**src/rtl/fp32_addsub_stage_pkg.sv**
```systemverilog
// Shared definitions for the fp32 add/subtract engine and its helpers:
// IEEE-754 single field widths, special encodings and FSM states.
package fp32_addsub_stage_pkg;

    localparam int unsigned EXP_W  = 8;
    localparam int unsigned FRAC_W = 23;
    localparam int unsigned SIG_W  = 24;   // significand with hidden bit
    localparam int unsigned EXT_W  = 27;   // significand + guard, round, sticky
    localparam int unsigned SUM_W  = 28;   // extended significand + carry

    localparam logic [EXP_W-1:0] EXP_MAX = 8'hFF;
    localparam logic [31:0]      FP_QNAN = 32'h7FC00000;
    localparam logic [31:0]      POS_INF = 32'h7F800000;
    localparam logic [31:0]      NEG_INF = 32'hFF800000;

    typedef enum logic [2:0] {
        ST_IDLE   = 3'd0,
        ST_UNPACK = 3'd1,
        ST_ALIGN  = 3'd2,
        ST_ADD    = 3'd3,
        ST_NORM   = 3'd4,
        ST_ROUND  = 3'd5
    } state_t;

    typedef struct packed {
        logic              sign;
        logic [EXP_W-1:0]  exp;
        logic [FRAC_W-1:0] frac;
    } fp32_t;

endpackage

```
**src/rtl/fp32_lzc.sv**
```systemverilog
// 28-bit combinational leading-zero counter; an all-zero input reports 28.
module fp32_lzc
    import fp32_addsub_stage_pkg::*;
(
    input  logic [SUM_W-1:0] value,
    output logic [4:0]       count
);

    // Scan upward so the most significant set bit has the last word.
    always_comb begin
        count = 5'd28;
        for (int unsigned i = 0; i < SUM_W; i++) begin
            if (value[i]) begin
                count = 5'(SUM_W - 1 - i);
            end
        end
    end

endmodule

```
**src/rtl/fp32_addsub_stage.sv**
```systemverilog
// Multi-cycle IEEE-754 single-precision add/subtract engine.
// One operation in flight, fixed 5-cycle latency, round-to-nearest-even,
// denormal inputs and results flushed to signed zero.
module fp32_addsub_stage
    import fp32_addsub_stage_pkg::*;
#(
    parameter int unsigned LATENCY = 5,
    parameter logic [31:0] QNAN    = FP_QNAN
) (
    input  logic        clk,
    input  logic        reset,
    input  logic        clk_en,
    input  logic        start,
    input  logic        n,
    input  logic [31:0] dataa,
    input  logic [31:0] datab,
    output logic [31:0] result,
    output logic        done,
    output logic        busy
);

    if (LATENCY != 5) begin : g_latency_check
        $error("fp32_addsub_stage: LATENCY is fixed by the FSM and must be 5");
    end

    localparam logic [EXT_W-1:0] EXT_ONES = '1;

    state_t             state;

    logic [31:0]        op_a, op_b;
    logic               sign_a, sign_b;
    logic [EXP_W-1:0]   exp_a, exp_b;
    logic [SIG_W-1:0]   sig_a, sig_b;
    logic               spec_valid;
    logic [31:0]        spec_val;
    logic               res_sign, eff_sub;
    logic signed [9:0]  exp_r;
    logic [EXT_W-1:0]   big_ext, small_ext, norm_ext;
    logic [SUM_W-1:0]   sum;

    // Unpack stage combinational signals
    fp32_t              fa, fb;
    logic               a_zero, b_zero, a_inf, b_inf, a_nan, b_nan;
    logic               u_spec;
    logic [31:0]        u_spec_val;
    logic [SIG_W-1:0]   u_sig_a, u_sig_b;

    // Align stage combinational signals
    logic               a_ge;
    logic [EXP_W-1:0]   big_e, small_e, exp_diff;
    logic [SIG_W-1:0]   big_sig, small_sig;
    logic [4:0]         shamt;
    logic [EXT_W-1:0]   small_full, lost, al_big, al_small;
    logic               al_sign;

    // Normalise / round stage combinational signals
    logic [4:0]         lz, nm_shift;
    logic [EXT_W-1:0]   nm_ext;
    logic signed [9:0]  nm_exp, rd_exp;
    logic               nm_cancel, nm_flush;
    logic               rd_up;
    logic [SIG_W:0]     rd_sum;
    logic [FRAC_W-1:0]  rd_frac;
    logic [31:0]        rd_word;

    fp32_lzc u_lzc (
        .value (sum),
        .count (lz)
    );

    // Classify operands; specials are settled here and bypass the datapath.
    always_comb begin
        fa     = fp32_t'(op_a);
        fb     = fp32_t'(op_b);
        a_zero = (fa.exp == '0);
        b_zero = (fb.exp == '0);
        a_inf  = (fa.exp == EXP_MAX) && (fa.frac == '0);
        b_inf  = (fb.exp == EXP_MAX) && (fb.frac == '0);
        a_nan  = (fa.exp == EXP_MAX) && (fa.frac != '0);
        b_nan  = (fb.exp == EXP_MAX) && (fb.frac != '0);
        u_sig_a = a_zero ? '0 : {1'b1, fa.frac};
        u_sig_b = b_zero ? '0 : {1'b1, fb.frac};
        u_spec     = 1'b0;
        u_spec_val = '0;
        if (a_nan || b_nan || (a_inf && b_inf && (fa.sign != fb.sign))) begin
            u_spec     = 1'b1;
            u_spec_val = QNAN;
        end else if (a_inf) begin
            u_spec     = 1'b1;
            u_spec_val = fa.sign ? NEG_INF : POS_INF;
        end else if (b_inf) begin
            u_spec     = 1'b1;
            u_spec_val = fb.sign ? NEG_INF : POS_INF;
        end else if (a_zero && b_zero) begin
            u_spec     = 1'b1;
            u_spec_val = {fa.sign & fb.sign, 31'b0};
        end
    end

    // Order operands by magnitude and shift the smaller one into G/R/S.
    always_comb begin
        a_ge       = {exp_a, sig_a} >= {exp_b, sig_b};
        big_e      = a_ge ? exp_a : exp_b;
        small_e    = a_ge ? exp_b : exp_a;
        big_sig    = a_ge ? sig_a : sig_b;
        small_sig  = a_ge ? sig_b : sig_a;
        al_sign    = a_ge ? sign_a : sign_b;
        exp_diff   = big_e - small_e;
        // Shifts of 27 or more leave only the sticky bit.
        shamt      = (exp_diff > 8'd27) ? 5'd27 : exp_diff[4:0];
        small_full = {small_sig, 3'b000};
        lost       = small_full & ~(EXT_ONES << shamt);
        al_small   = (small_full >> shamt) | {{(EXT_W-1){1'b0}}, |lost};
        al_big     = {big_sig, 3'b000};
    end

    // Normalise the raw sum: carry shifts right, otherwise shift left by lzc-1.
    always_comb begin
        nm_shift = lz - 5'd1;
        if (sum[SUM_W-1]) begin
            nm_ext = {sum[SUM_W-1:2], sum[1] | sum[0]};
            nm_exp = exp_r + 10'sd1;
        end else begin
            nm_ext = sum[EXT_W-1:0] << nm_shift;
            nm_exp = exp_r - $signed({5'b00000, nm_shift});
        end
        nm_cancel = (sum == '0);
        nm_flush  = (nm_exp <= 10'sd0);
    end

    // Round to nearest even and pack, saturating to infinity on overflow.
    always_comb begin
        rd_up  = norm_ext[2] & (norm_ext[1] | norm_ext[0] | norm_ext[3]);
        rd_sum = {1'b0, norm_ext[EXT_W-1:3]} + {{SIG_W{1'b0}}, rd_up};
        if (rd_sum[SIG_W]) begin
            rd_exp  = exp_r + 10'sd1;
            rd_frac = rd_sum[SIG_W-1:1];
        end else begin
            rd_exp  = exp_r;
            rd_frac = rd_sum[FRAC_W-1:0];
        end
        if (rd_exp >= 10'sd255) begin
            rd_word = res_sign ? NEG_INF : POS_INF;
        end else begin
            rd_word = {res_sign, rd_exp[7:0], rd_frac};
        end
    end

    // Control FSM: sequences the stages and drives busy/done.
    always_ff @(posedge clk) begin
        if (reset) begin
            state <= ST_IDLE;
            done  <= 1'b0;
            busy  <= 1'b0;
        end else if (clk_en) begin
            done <= 1'b0;
            unique case (state)
                ST_IDLE: begin
                    busy <= start;
                    if (start) begin
                        state <= ST_UNPACK;
                    end
                end
                ST_UNPACK: state <= ST_ALIGN;
                ST_ALIGN:  state <= ST_ADD;
                ST_ADD:    state <= ST_NORM;
                ST_NORM:   state <= ST_ROUND;
                ST_ROUND: begin
                    state <= ST_IDLE;
                    done  <= 1'b1;
                end
                default:   state <= ST_IDLE;
            endcase
        end
    end

    // Datapath registers, each stage updating its own slice under the FSM.
    always_ff @(posedge clk) begin
        if (reset) begin
            op_a       <= '0;
            op_b       <= '0;
            sign_a     <= 1'b0;
            sign_b     <= 1'b0;
            exp_a      <= '0;
            exp_b      <= '0;
            sig_a      <= '0;
            sig_b      <= '0;
            spec_valid <= 1'b0;
            spec_val   <= '0;
            res_sign   <= 1'b0;
            eff_sub    <= 1'b0;
            exp_r      <= '0;
            big_ext    <= '0;
            small_ext  <= '0;
            sum        <= '0;
            norm_ext   <= '0;
            result     <= '0;
        end else if (clk_en) begin
            unique case (state)
                ST_IDLE: begin
                    if (start) begin
                        op_a <= dataa;
                        op_b <= datab ^ {n, 31'b0};
                    end
                end
                ST_UNPACK: begin
                    sign_a     <= fa.sign;
                    sign_b     <= fb.sign;
                    exp_a      <= fa.exp;
                    exp_b      <= fb.exp;
                    sig_a      <= u_sig_a;
                    sig_b      <= u_sig_b;
                    spec_valid <= u_spec;
                    spec_val   <= u_spec_val;
                end
                ST_ALIGN: begin
                    res_sign  <= al_sign;
                    eff_sub   <= sign_a ^ sign_b;
                    exp_r     <= $signed({2'b00, big_e});
                    big_ext   <= al_big;
                    small_ext <= al_small;
                end
                ST_ADD: begin
                    sum <= eff_sub ? ({1'b0, big_ext} - {1'b0, small_ext})
                                   : ({1'b0, big_ext} + {1'b0, small_ext});
                end
                ST_NORM: begin
                    norm_ext <= nm_ext;
                    exp_r    <= nm_exp;
                    // Exact cancellation gives +0; underflow keeps the sign.
                    if (!spec_valid && (nm_cancel || nm_flush)) begin
                        spec_valid <= 1'b1;
                        spec_val   <= nm_cancel ? 32'h0 : {res_sign, 31'b0};
                    end
                end
                ST_ROUND: begin
                    result <= spec_valid ? spec_val : rd_word;
                end
                default: ;
            endcase
        end
    end

endmodule

```
**config.mk**
```make
export PLATFORM = sky130hd
export DESIGN_NAME = fp32_addsub_stage
export DESIGN_NICKNAME = d
export VERILOG_FILES = /design/src/rtl/fp32_addsub_stage_pkg.sv /design/src/rtl/fp32_lzc.sv /design/src/rtl/fp32_addsub_stage.sv
export SDC_FILE = /design/constraint.sdc
export NUM_CORES = 1
export LEC_CHECK = 0
export BUFFER_PORTS_ARGS = -buffer_cell sky130_fd_sc_hd__buf_2
export CAP_MARGIN = 20
export CORE_MARGIN = 4
export CORE_UTILIZATION = 47
export CTS_CLUSTER_DIAMETER = 50
export CTS_CLUSTER_SIZE = 40
export DETAILED_ROUTE_END_ITERATION = 7
export PLACE_DENSITY = 0.75
export SETUP_SLACK_MARGIN = 0.5
export SLEW_MARGIN = 40
export SYNTH_ARGS = -nofsm -noshare
export SYNTH_HDL_FRONTEND = slang
export SYNTH_SLANG_ARGS = --single-unit
```
**constraint.sdc**
```tcl
create_clock -name clk -period 10.1 [get_ports clk]
set_input_delay 1.515 -clock clk [delete_from_list [all_inputs] [get_ports clk]]
set_output_delay 1.515 -clock clk [all_outputs]
set_load 0.1 [all_outputs]
```
==> Yosys cells after proc, flatten, opt, wreduce, memory -nomap -nowiden <==
Index checks and enable logic that the tools add are counted.
{ "classes": {"mux": 63, "reduce_logical": 33, "bitwise": 10, "n_eq_ne": 10, "shifts": 3, "addsub": 7, "n_lt_le_gt_ge": 4} }
{ "ops": {"columns": ["op", "n"], "rows": [
  ["2-to-1 mux 32 bit", 11],
  ["2-to-1 mux 24 bit", 4],
  ["2-to-1 mux 5 bit", 17],
  ["case mux 32 bit (2 select lines)", 1],
  ["zero test 23 bit", 2],
  ["nonzero test 23 bit", 2],
  [">= comparator 32 bit", 1],
  ["2-to-1 mux 4 bit", 8],
  ["bitwise XOR 32 bit", 1],
  ["adder 27 x 27 -> 28 bit", 1],
  ["zero test 28 bit", 1],
  ["2-to-1 mux 28 bit", 1],
  ["subtractor 27 x 27 -> 28 bit", 1],
  ["bitwise AND 27 bit", 1],
  ["2-to-1 mux 27 bit", 1],
  ["inverter 27 bit", 1],
  ["bitwise OR 27 x 1 -> 27 bit", 1],
  ["OR reduction 27 bit", 1],
  ["<< shifter 27 x 5 -> 27 bit", 1],
  ["<< shifter 27 x 5 -> 27 bit (first input constant)", 1],
  [">> shifter 27 x 5 -> 27 bit", 1],
  ["adder 24 x 1 -> 25 bit", 1],
  ["2-to-1 mux 23 bit", 1],
  ["2-to-1 mux 10 bit", 2],
  ["30 further kinds", 67]
]} }
{ "word_totals": {"register_bits": 318, "out_inout_bits": 34} }

==> Longest topological paths before layout <==
Gate-level depths: netlist of run 1.
{ "logic_depth": {"word_depth": 36, "ltp_mapped": 32, "ltp_nobuf": 26} }

==> Hierarchy <==
Synthesis of run 1 repeated with hierarchy kept, for this count alone.
{ "hier_totals": {"cells_unflattened": 2621, "hier_area_um2": 19069.5} }
{ "by_module_without_submodules": {"columns": ["module", "area_each_um2", "instances", "cells_per_inst", "seq_area_each_um2"], "rows": [
  ["fp32_addsub_stage", 18733.0, 1, 2561, 5785.5],
  ["fp32_lzc", 336.6, 1, 60, 0.0]
]} }

==> Worst setup path before layout of run 1 <==
Ideal clock, no wire load.
{ "synth_path": {"path_kind": "flip-flop to flip-flop", "from": "reg sum[0]", "to": "reg spec_val[31]", "setup_ns": 0.128, "stages_incl_launch_ff": 31, "path_slack_ns": 3.712, "required_ns": 9.972, "arrival_ns": 6.261, "n_path_buf": 6, "cell_sequence": "dfxtp_1 clkbuf_1 a21oi_1 o21bai_1 a21oi_1 o21bai_1 a21oi_1 o21ai_0 o41ai_1 a21o_1 a21oi_1 buf_1 buf_2 buf_2 inv_1 ha_1 xnor2_1 inv_1 clkbuf_1 buf_1 ha_1 a21o_1 a21o_1 maj3_1 o41a_1 xnor2_1 nor2_1 o41ai_1 a21oi_1 mux2i_1 nor2_1"} }
{ "synth_between": {"elab_chain_cells": 36, "word_cells_on_any_way": 40} }
{ "synth_rtl": {"columns": ["item", "line_no", "text"], "rows": [
  ["start, declared", "fp32_addsub_stage.sv:39", "logic [SUM_W-1:0] sum;"],
  ["start signal, assigned", "fp32_addsub_stage.sv:224", "sum <= eff_sub ? ({1'b0, big_ext} - {1'b0, small_ext})"],
  ["2-to-1 mux 3 bit (4 in series)", "fp32_lzc.sv:13", "if (value[i]) begin"],
  ["2-to-1 mux 4 bit (8 in series)", "fp32_lzc.sv:13", null],
  ["2-to-1 mux 5 bit (16 in series)", "fp32_lzc.sv:13", null],
  ["subtractor 5 x 1 -> 5 bit", "fp32_addsub_stage.sv:119", "nm_shift = lz - 5'd1;"],
  ["subtractor 10 x 6 -> 10 bit", "fp32_addsub_stage.sv:125", "nm_exp = exp_r - $signed({5'b00000, nm_shift});"],
  ["2-to-1 mux 10 bit", "fp32_addsub_stage.sv:120", "if (sum[SUM_W-1]) begin"],
  ["less-or-equal comparator 10 x 1 -> 1 bit", "fp32_addsub_stage.sv:128", "nm_flush = (nm_exp <= 10'sd0);"],
  ["logical OR 1 bit", "fp32_addsub_stage.sv:231", "if (!spec_valid && (nm_cancel || nm_flush)) begin"],
  ["logical AND 1 bit", "fp32_addsub_stage.sv:231", null],
  ["!= test 2 bit (no source line)", null, null],
  ["AND reduction 3 bit (no source line)", null, null],
  ["end signal, assigned", "fp32_addsub_stage.sv:214", "spec_val <= u_spec_val;"],
  ["end signal, assigned", "fp32_addsub_stage.sv:233", "spec_val <= nm_cancel ? 32'h0 : {res_sign, 31'b0};"],
  ["end, declared", "fp32_addsub_stage.sv:35", "logic [31:0] spec_val;"]
]} }
Parallel ways exist; a longest one is shown, timed or not. The select of a mux whose other input is x is not followed.
A chain may end at the register's enable or synchronous reset.

==> Final worst setup path of run 1 <==
{ "layout_path": {"from": "reg sum[0]", "to": "reg spec_valid"} }
{ "layout_between": {"elab_chain_cells": 36, "word_cells_on_any_way": 37} }
{ "layout_rtl": {"columns": ["item", "line_no", "text"], "rows": [
  ["2-to-1 mux 3 bit (4 in series)", "fp32_lzc.sv:13", null],
  ["2-to-1 mux 4 bit (8 in series)", "fp32_lzc.sv:13", null],
  ["2-to-1 mux 5 bit (16 in series)", "fp32_lzc.sv:13", null],
  ["subtractor 5 x 1 -> 5 bit", "fp32_addsub_stage.sv:119", null],
  ["subtractor 10 x 6 -> 10 bit", "fp32_addsub_stage.sv:125", null],
  ["2-to-1 mux 10 bit", "fp32_addsub_stage.sv:120", null],
  ["less-or-equal comparator 10 x 1 -> 1 bit", "fp32_addsub_stage.sv:128", null],
  ["logical OR 1 bit (*)", "fp32_addsub_stage.sv:231", null],
  ["logical AND 1 bit (*)", "fp32_addsub_stage.sv:231", null],
  ["!= test 2 bit (no source line) (*)", null, null],
  ["AND reduction 3 bit (no source line) (*)", null, null],
  ["end signal, assigned", "fp32_addsub_stage.sv:213", "spec_valid <= u_spec;"],
  ["end, declared", "fp32_addsub_stage.sv:34", "logic spec_valid;"]
]} }
Mark *: on every way between the ends. The rest lies on a longest branch, timed or not.

==> flow_summary.toml, run 1 <==
[synthesis]
synth-edff-count = 0
synth_xor_area_frac = 0.0291
synth_warnings = 0
ys_ff_latch = 289
syn-cell-area_mm2 = 0.0196
synth_fa_ha_area_frac = 0.0606
muxShareOfSynthArea = 0.0685
async_flop_share = 0
synthSimpleGateAreaFrac = 0.231
seq_area_frac_synth = 0.295
synth_top_family_by_area = "compound AO/OA/AOI/OAI gates"
synthCells = 2628
synth_flop_cell = "dfxtp_1"
avgSynthCellArea_um2 = 7.45
synth_cell_types = 107
synth_nets = 2789
synth-compound-area-share = 0.254

[clock_network]
cts.repair.resized = 0
ctsHoldBuffers = 0
htreeDepth = 2
numClockSinks = 289
cts_buffer_depth = 3
cts_setup_buffers = 0
clk_pin_slew_ns = 0.07
cts_tree = "yes"
clkLatencyLatePin_ns = 0.57
cts_made_buffers = 37
ctsRootBufferMaster = "clkbuf_16"

[worst_setup_path]
r2r_setup_slack_ns = 3.93
cp_top_family = "compound AO/OA/AOI/OAI gates"
crit_start = "sum[0]"
timing.rr.start = "sum[0]"
cpMostUsedCell = "a21oi_1"
start_kind = "flop"
crit_cells = 26
worstReg2RegEnd = "spec_valid"
cp.buffers_inverters = 4
required_ns = 10.59
reg2reg_depth = 26
crit_path_max_incr_delay_ns = 0.54
cp-endpoint = "spec_valid"
cp_data_arrival_time_ns = 6.66
crit_path_end_kind = "flop"
crit_slowest_cell = "inv_1"
crit_fanout = 36
criticalPathCategory = "reg2reg"

[drt]
via_per_inst = 6.14
firstDrtPassIters = 8
route.detailed.drc = 0
avgRoutedWirePerCell_um = 19.0
wirelength_um = 59900
drt_iter0_markers = 1780
vias = 19400
drtAntennaViolNets = 0

[global_routing]
antenna_found_initial = 0
grt_use_total = 0.260
first_global_vias = 18300
grt_overflow = 0
grt_pass1_wl_um = 96900
grt_start_max_net_pins = 117

[timing]
slew_viol_final = 0
period_needed_ns = 6.17
setup-violations-final = 0
max_freq_mhz = 162
fin_tns_setup_ns = 0
fin_worst_skew_ns = 0.0294
worst_pin_slew_ns = 0.870
finalCritPeriodShare = 0.611
hold_viol = 0
grt_setup_unrepaired = "no"
worst_slew_margin_rel = 0.420

[pwr]
power.leakage_nw = 8.03
report.power.total_w = 0.00351
power_density_mw_per_mm2 = 162
ir_drop_mv = 0.122

[cells_and_area]
n_antenna_cell = 0
area_delta_synth_final_pct = 10.2
drive_above_1_share = 0.110
finish.utilization = 0.526
fin_nets = 2757

[placed_design]
port_buffers = 102
dp_hpwl_um = 44000
gp_congestion = 0.976

[die]
rows = 74
die_x_um = 212
core_mm2 = 0.0410
ios = 103
dieArea_mm2 = 0.0450
initial_utilization = 0.478
die_height_um = 212

[outcome]
status = "complete, no violations"

[worst_hold_path]
hp-class = "reg2reg"

[flow_run]
maxCapViolations = 0
-- metrics by stage --
step | setup WS [ns] | cells | hold slack (ns) | cell area (µm²)
global route | 3.42 | 3157 | 0.478 | 21600
CTS | 4.00 | 3157 | 0.455 | 21600
floorplan | 3.71 | 2628 | 0.432 | 19600
detailed placement | 4.01 | 3089 | 0.445 | 20200
global placement | 4.12 | 3089 | 0.440 | 20200
finish | 3.93 | 3157 | 0.452 | 21600
-- cells in the mapped netlist (21+ instances only) --
master	instances	area [µm²]
a211oi_1	62	465
a21o_1	21	158
a21oi_1	296	1480
a22oi_1	23	173
a311oi_1	39	342
and3_1	24	150
clkbuf_1	159	597
dfxtp_1	289	5790
ha_1	90	1130
inv_1	105	394
mux2i_1	67	671
mux4_2	22	495
nand2_1	449	1690
nand3_1	89	445
nor2_1	255	957
nor3_1	59	295
nor4_1	22	138
o211ai_1	25	188
o21ai_0	103	515
xnor2_1	41	359
xor2_1	24	210
-- per-layer routing --
layer	global-route usage	part of all wire	vias to the layer above
li1	-	-	9350
met1	0.351	0.44	9183
met2	0.427	0.46	700
met3	0.0319	0.060	139
met4	0.0961	0.037	0
met5	0	0	-
-- cell type report --
class	instances	area [µm²]
fill	3947	19400
multi-input combinational	2034	12700
sequential	289	5790
clock buffer	37	926
timing repair buffer	125	696
tap	532	666
clock inverter	31	444
inverter	109	409
-- kinds of logic after synthesis --
group	after synthesis
and+or+nand+nor	1016
buffers and inverters	305
adders and majority gates	94
muxes	104
DFF	289
xor gates and xnor gates	65
AOI/OAI and AO/OA	755
-- state kept, by name, indices dropped and copies added (netlist names) --
signal	flops
exp_b	8
sum	28
state	3
small_ext	27
sign_b	1
sig_b	24
sign_a	1
fa	32
busy	1
exp_a	8
exp_r	10
big_ext	24
sig_a	24
result	32
norm_ext	27
eff_sub	1
res_sign	1
spec_val	3
done	1
spec_valid	1
fb	32
-- worst min-delay path: stages, from the launching register on --
cell,delay [ns]
dfxtp_1,0.31
nand2_1,0.05
a21oi_1,0.05
-- power by group --
group / switching [W] / internal (W)
sequential: 0.0000299 / 0.00116
clock: 0.000622 / 0.000826
combinational: 0.000588 / 0.000277
total: 0.00124 / 0.00227
-- worst min-delay path by stage --
stage	startpoint	end	slack, ns	cells after the start
after floorplan	spec_val[22]	spec_val[22]	0.43	2
after global placement	result[8]	result[8]	0.44	2
after detailed placement	result[8]	result[8]	0.45	2
after CTS	result[8]	result[8]	0.45	2
after global routing	spec_val[22]	spec_val[22]	0.48	2
final	result[8]	result[8]	0.45	2
-- cell usage in the layout, fill, tap and decap left out, drive strengths merged, types with 21 or more instances in the layout --
master,n
nand2,452
a21oi,298
dfxtp,289
nor2,255
buf,124
inv,119
o21ai,115
ha,90
nand3,89
mux2i,67
a211oi,64
nor3,59
xnor2,41
a311oi,41
clkbuf,38
o211ai,25
nor4,25
xor2,24
and3,24
a22oi,24
mux4,22
a21o,21
(Power assumes the default switching activity.)
==> run 2: changes to the inputs <==
--- a/config.mk
+++ b/config.mk
@@ -5,6 +5,7 @@
 export SDC_FILE = /design/constraint.sdc
 export NUM_CORES = 1
 export LEC_CHECK = 0
+export ABC_AREA = 1
 export BUFFER_PORTS_ARGS = -buffer_cell sky130_fd_sc_hd__buf_2
 export CAP_MARGIN = 20
 export CORE_MARGIN = 4
==> constraint.sdc (replaced) <==
create_clock -name clk -period 6.4 [get_ports clk]
set_input_delay 0.96 -clock clk [delete_from_list [all_inputs] [get_ports clk]]
set_output_delay 0.96 -clock clk [all_outputs]
set_load 0.1 [all_outputs]
==> run 2 against run 1 <==
- die area decreased by 1.5%
- non-clock buffer count increased by 4
- largest cell class unchanged
- flip-flop and latch count is the same
==> flow_summary.toml, run 2 <==
[clock_network]
ctsHoldBuffers = 0
cts_setup_buffers = 0
cts_tree = "yes"
cts_buffer_depth = 3
ctsRootBufferMaster = "clkbuf_16"
numClockSinks = 289
clk_pin_slew_ns = 0.07
cts_made_buffers = 31
clkLatencyLatePin_ns = 0.59
htreeDepth = 1
cts.repair.resized = 0

[worst_setup_path]
required_ns = 6.87
reg2reg_depth = 26
worstReg2RegEnd = "small_ext[0]"
cp_data_arrival_time_ns = 5.49
timing.rr.start = "exp_b[0]"
crit_path_end_kind = "flop"
r2r_setup_slack_ns = 1.38
crit_fanout = 19
start_kind = "flop"
criticalPathCategory = "reg2reg"

[global_routing]
grt_pass1_wl_um = 99100
grt_overflow = 0
grt_start_max_net_pins = 125
antenna_found_initial = 0
first_global_vias = 19000
grt_use_total = 0.269

[synthesis]
syn-cell-area_mm2 = 0.0193
synthCells = 3033
synth_warnings = 0
ys_ff_latch = 289
synthSimpleGateAreaFrac = 0.301
avgSynthCellArea_um2 = 6.36
synthTopCellsByArea = "dfxtp_1 30%, nand2_1 14%, a21oi_1 9.8%"
synthTopCellsByCount = "725 x nand2_1, 378 x a21oi_1, 371 x nand3_1"
yosysMostFrequentCell = "nand2_1"
synth_top_area_cell = "dfxtp_1"
synth_cell_types = 57
synth_fa_ha_area_frac = 0.0605
muxShareOfSynthArea = 0.00104
async_flop_share = 0
yosys.area.top_type_share = 0.300
synth_flop_cell = "dfxtp_1"
synth_top_family_by_area = "simple AND/OR/NAND/NOR gates"
synth_xor_area_frac = 0.0254
synth_nets = 3194
synth-edff-count = 0
synth-compound-area-share = 0.206
seq_area_frac_synth = 0.300

[worst_hold_path]
min-delay-start = "result[16]"
hold_path_end = "result[16]"
hp-class = "reg2reg"
hold_depth = 2

[outcome]
status = "complete, no violations"

[timing]
grt_setup_unrepaired = "no"
fin_worst_skew_ns = 0.0159
max_freq_mhz = 199
worst_pin_slew_ns = 0.806
period_needed_ns = 5.02
worst_slew_margin_rel = 0.459
fin_tns_setup_ns = 0
fin_ws_ns = 1.38
slew_viol_final = 0
finalCritPeriodShare = 0.784
setup-violations-final = 0
hold_viol = 0

[pwr]
power_density_mw_per_mm2 = 334
power.leakage_nw = 9.59
power_switching_w = 0.00328
sw_frac_of_total = 0.465
p_int_w = 0.00377
sequentialPowerShare = 0.272
comb_power_share = 0.461
ir_drop_mv = 0.250
clock_power_share = 0.267

[drt]
drtAntennaViolNets = 0
firstDrtPassIters = 7
drt_iter0_markers = 2055
avgRoutedWirePerCell_um = 17.3
vias = 20400
route.detailed.drc = 0
wirelength_um = 62100
via_per_inst = 5.69

[die]
dieArea_mm2 = 0.0443
ios = 103
rows = 73
die_height_um = 211
die_x_um = 211
core_mm2 = 0.0402
initial_utilization = 0.480

[cells_and_area]
drive_above_1_share = 0.0769
fin_nets = 3192
layout_common_cells = "723 x nand2_1, 378 x a21oi_1, 370 x nand3_1"
layout_commonest_cell = "nand2_1"
n_antenna_cell = 0
area_delta_synth_final_pct = 9.44
nFillCells = 4078

[placed_design]
dp_worst_setup_slack_ns = 1.45
port_buffers = 102
dp_hpwl_um = 46700
gp_congestion = 0.992

[flow_run]
maxCapViolations = 0
run 2: cell types whose count changed after synthesis, moves of 61 or more:
cell      previous run  this run
a211oi_1            62         1
a21oi_1            296       378
inv_1              105       340
mux2i_1             67         2
nand2_1            449       725
nand3_1             89       371
nor2_1             255       103
o21ai_0            103       250
run 2: logic make-up after synthesis:
family                   Yosys count
multiplexers                       2
AND/OR/NAND/NOR                 1326
buffers and inverters            522
AO/OA/AOI/OAI                    746
adder cells (fa/ha/maj)           92
XOR/XNOR                          56
flip-flops                       289
run 2: how the worst max path moves through the flow:
stage | start | end | slack [ns] | cells past startpoint
final | exp_b[0] | small_ext[0] | 1.38 | 26
after global routing | exp_b[0] | small_ext[0] | 0.83 | 24
after CTS | exp_b[0] | small_ext[0] | 1.43 | 24
after detailed placement | exp_b[0] | small_ext[0] | 1.45 | 24
after global placement | exp_b[0] | small_ext[0] | 1.45 | 26
after floorplan | sum[0] | spec_val[22] | 1.48 | 47
run 2: cell type report:
type / instances / area (µm²) / share of cell area
clock buffers: 33 / 803 / 0.0381
clock inverters: 24 / 283 / 0.0134
inverters: 358 / 1350 / 0.0640
multi-input cells: 2222 / 11500 / 0.545
flip-flops and latches: 289 / 5790 / 0.274
well taps: 525 / 657 / 0.0311
repair buffers: 129 / 723 / 0.0343
run 2: layer usage:
| layer | vias up | wire [µm] | GRT usage |
|---|---|---|---|
| met5 | - | 0 | 0 |
| met4 | 0 | 3320 | 0.126 |
| met3 | 167 | 3580 | 0.0316 |
| met2 | 732 | 29100 | 0.454 |
| met1 | 9334 | 26100 | 0.343 |
| li1 | 10200 | - | - |
run 2: power groups by stage:
stage,Sequential (W),Combinational [W],Clock (W)
2_1_floorplan,0.00194,0.00247,0
4_1_cts,0.00192,0.00319,0.00191
3_3_place_gp,0.00196,0.00318,0
3_5_place_dp,0.00196,0.00318,0
6_report,0.00192,0.00325,0.00188
5_1_grt,0.00192,0.00364,0.00198
run 2: critical path: stages, from the launching register on:
cell and delay (ns):
dfxtp_1 0.36, inv_1 0.08, ha_1 0.71, nand4_1 0.25
nor2_2 0.17, nand4_2 0.12, nand3_4 0.23, nand2_1 0.10
o21ai_2 0.11, nand2_2 0.08, ha_1 0.18, inv_1 0.06
nand2_1 0.08, nand2_1 0.09, nand2_2 0.14, nand3_1 0.16
o21ai_2 0.10, nor2_8 0.29, nand2_2 0.34, nor2_4 0.47
nand2_1 0.18, o21ai_1 0.11, nand2_1 0.06, nor2_1 0.12
nand3_1 0.09, nor2_1 0.12, a21oi_1 0.07
run 2: stage by stage:
step	instance area, µm²	util	hold WS [ns]	total power (W)	cells
2_1_floorplan	19300	-	0.437	0.00441	3033
3_3_place_gp	20000	0.498	0.450	0.00513	3523
3_5_place_dp	20000	0.498	0.452	0.00514	3523
4_1_cts	21100	0.525	0.462	0.00702	3580
5_1_grt	21100	0.525	0.477	0.00755	3580
6_report	21100	0.525	0.460	0.00706	3580
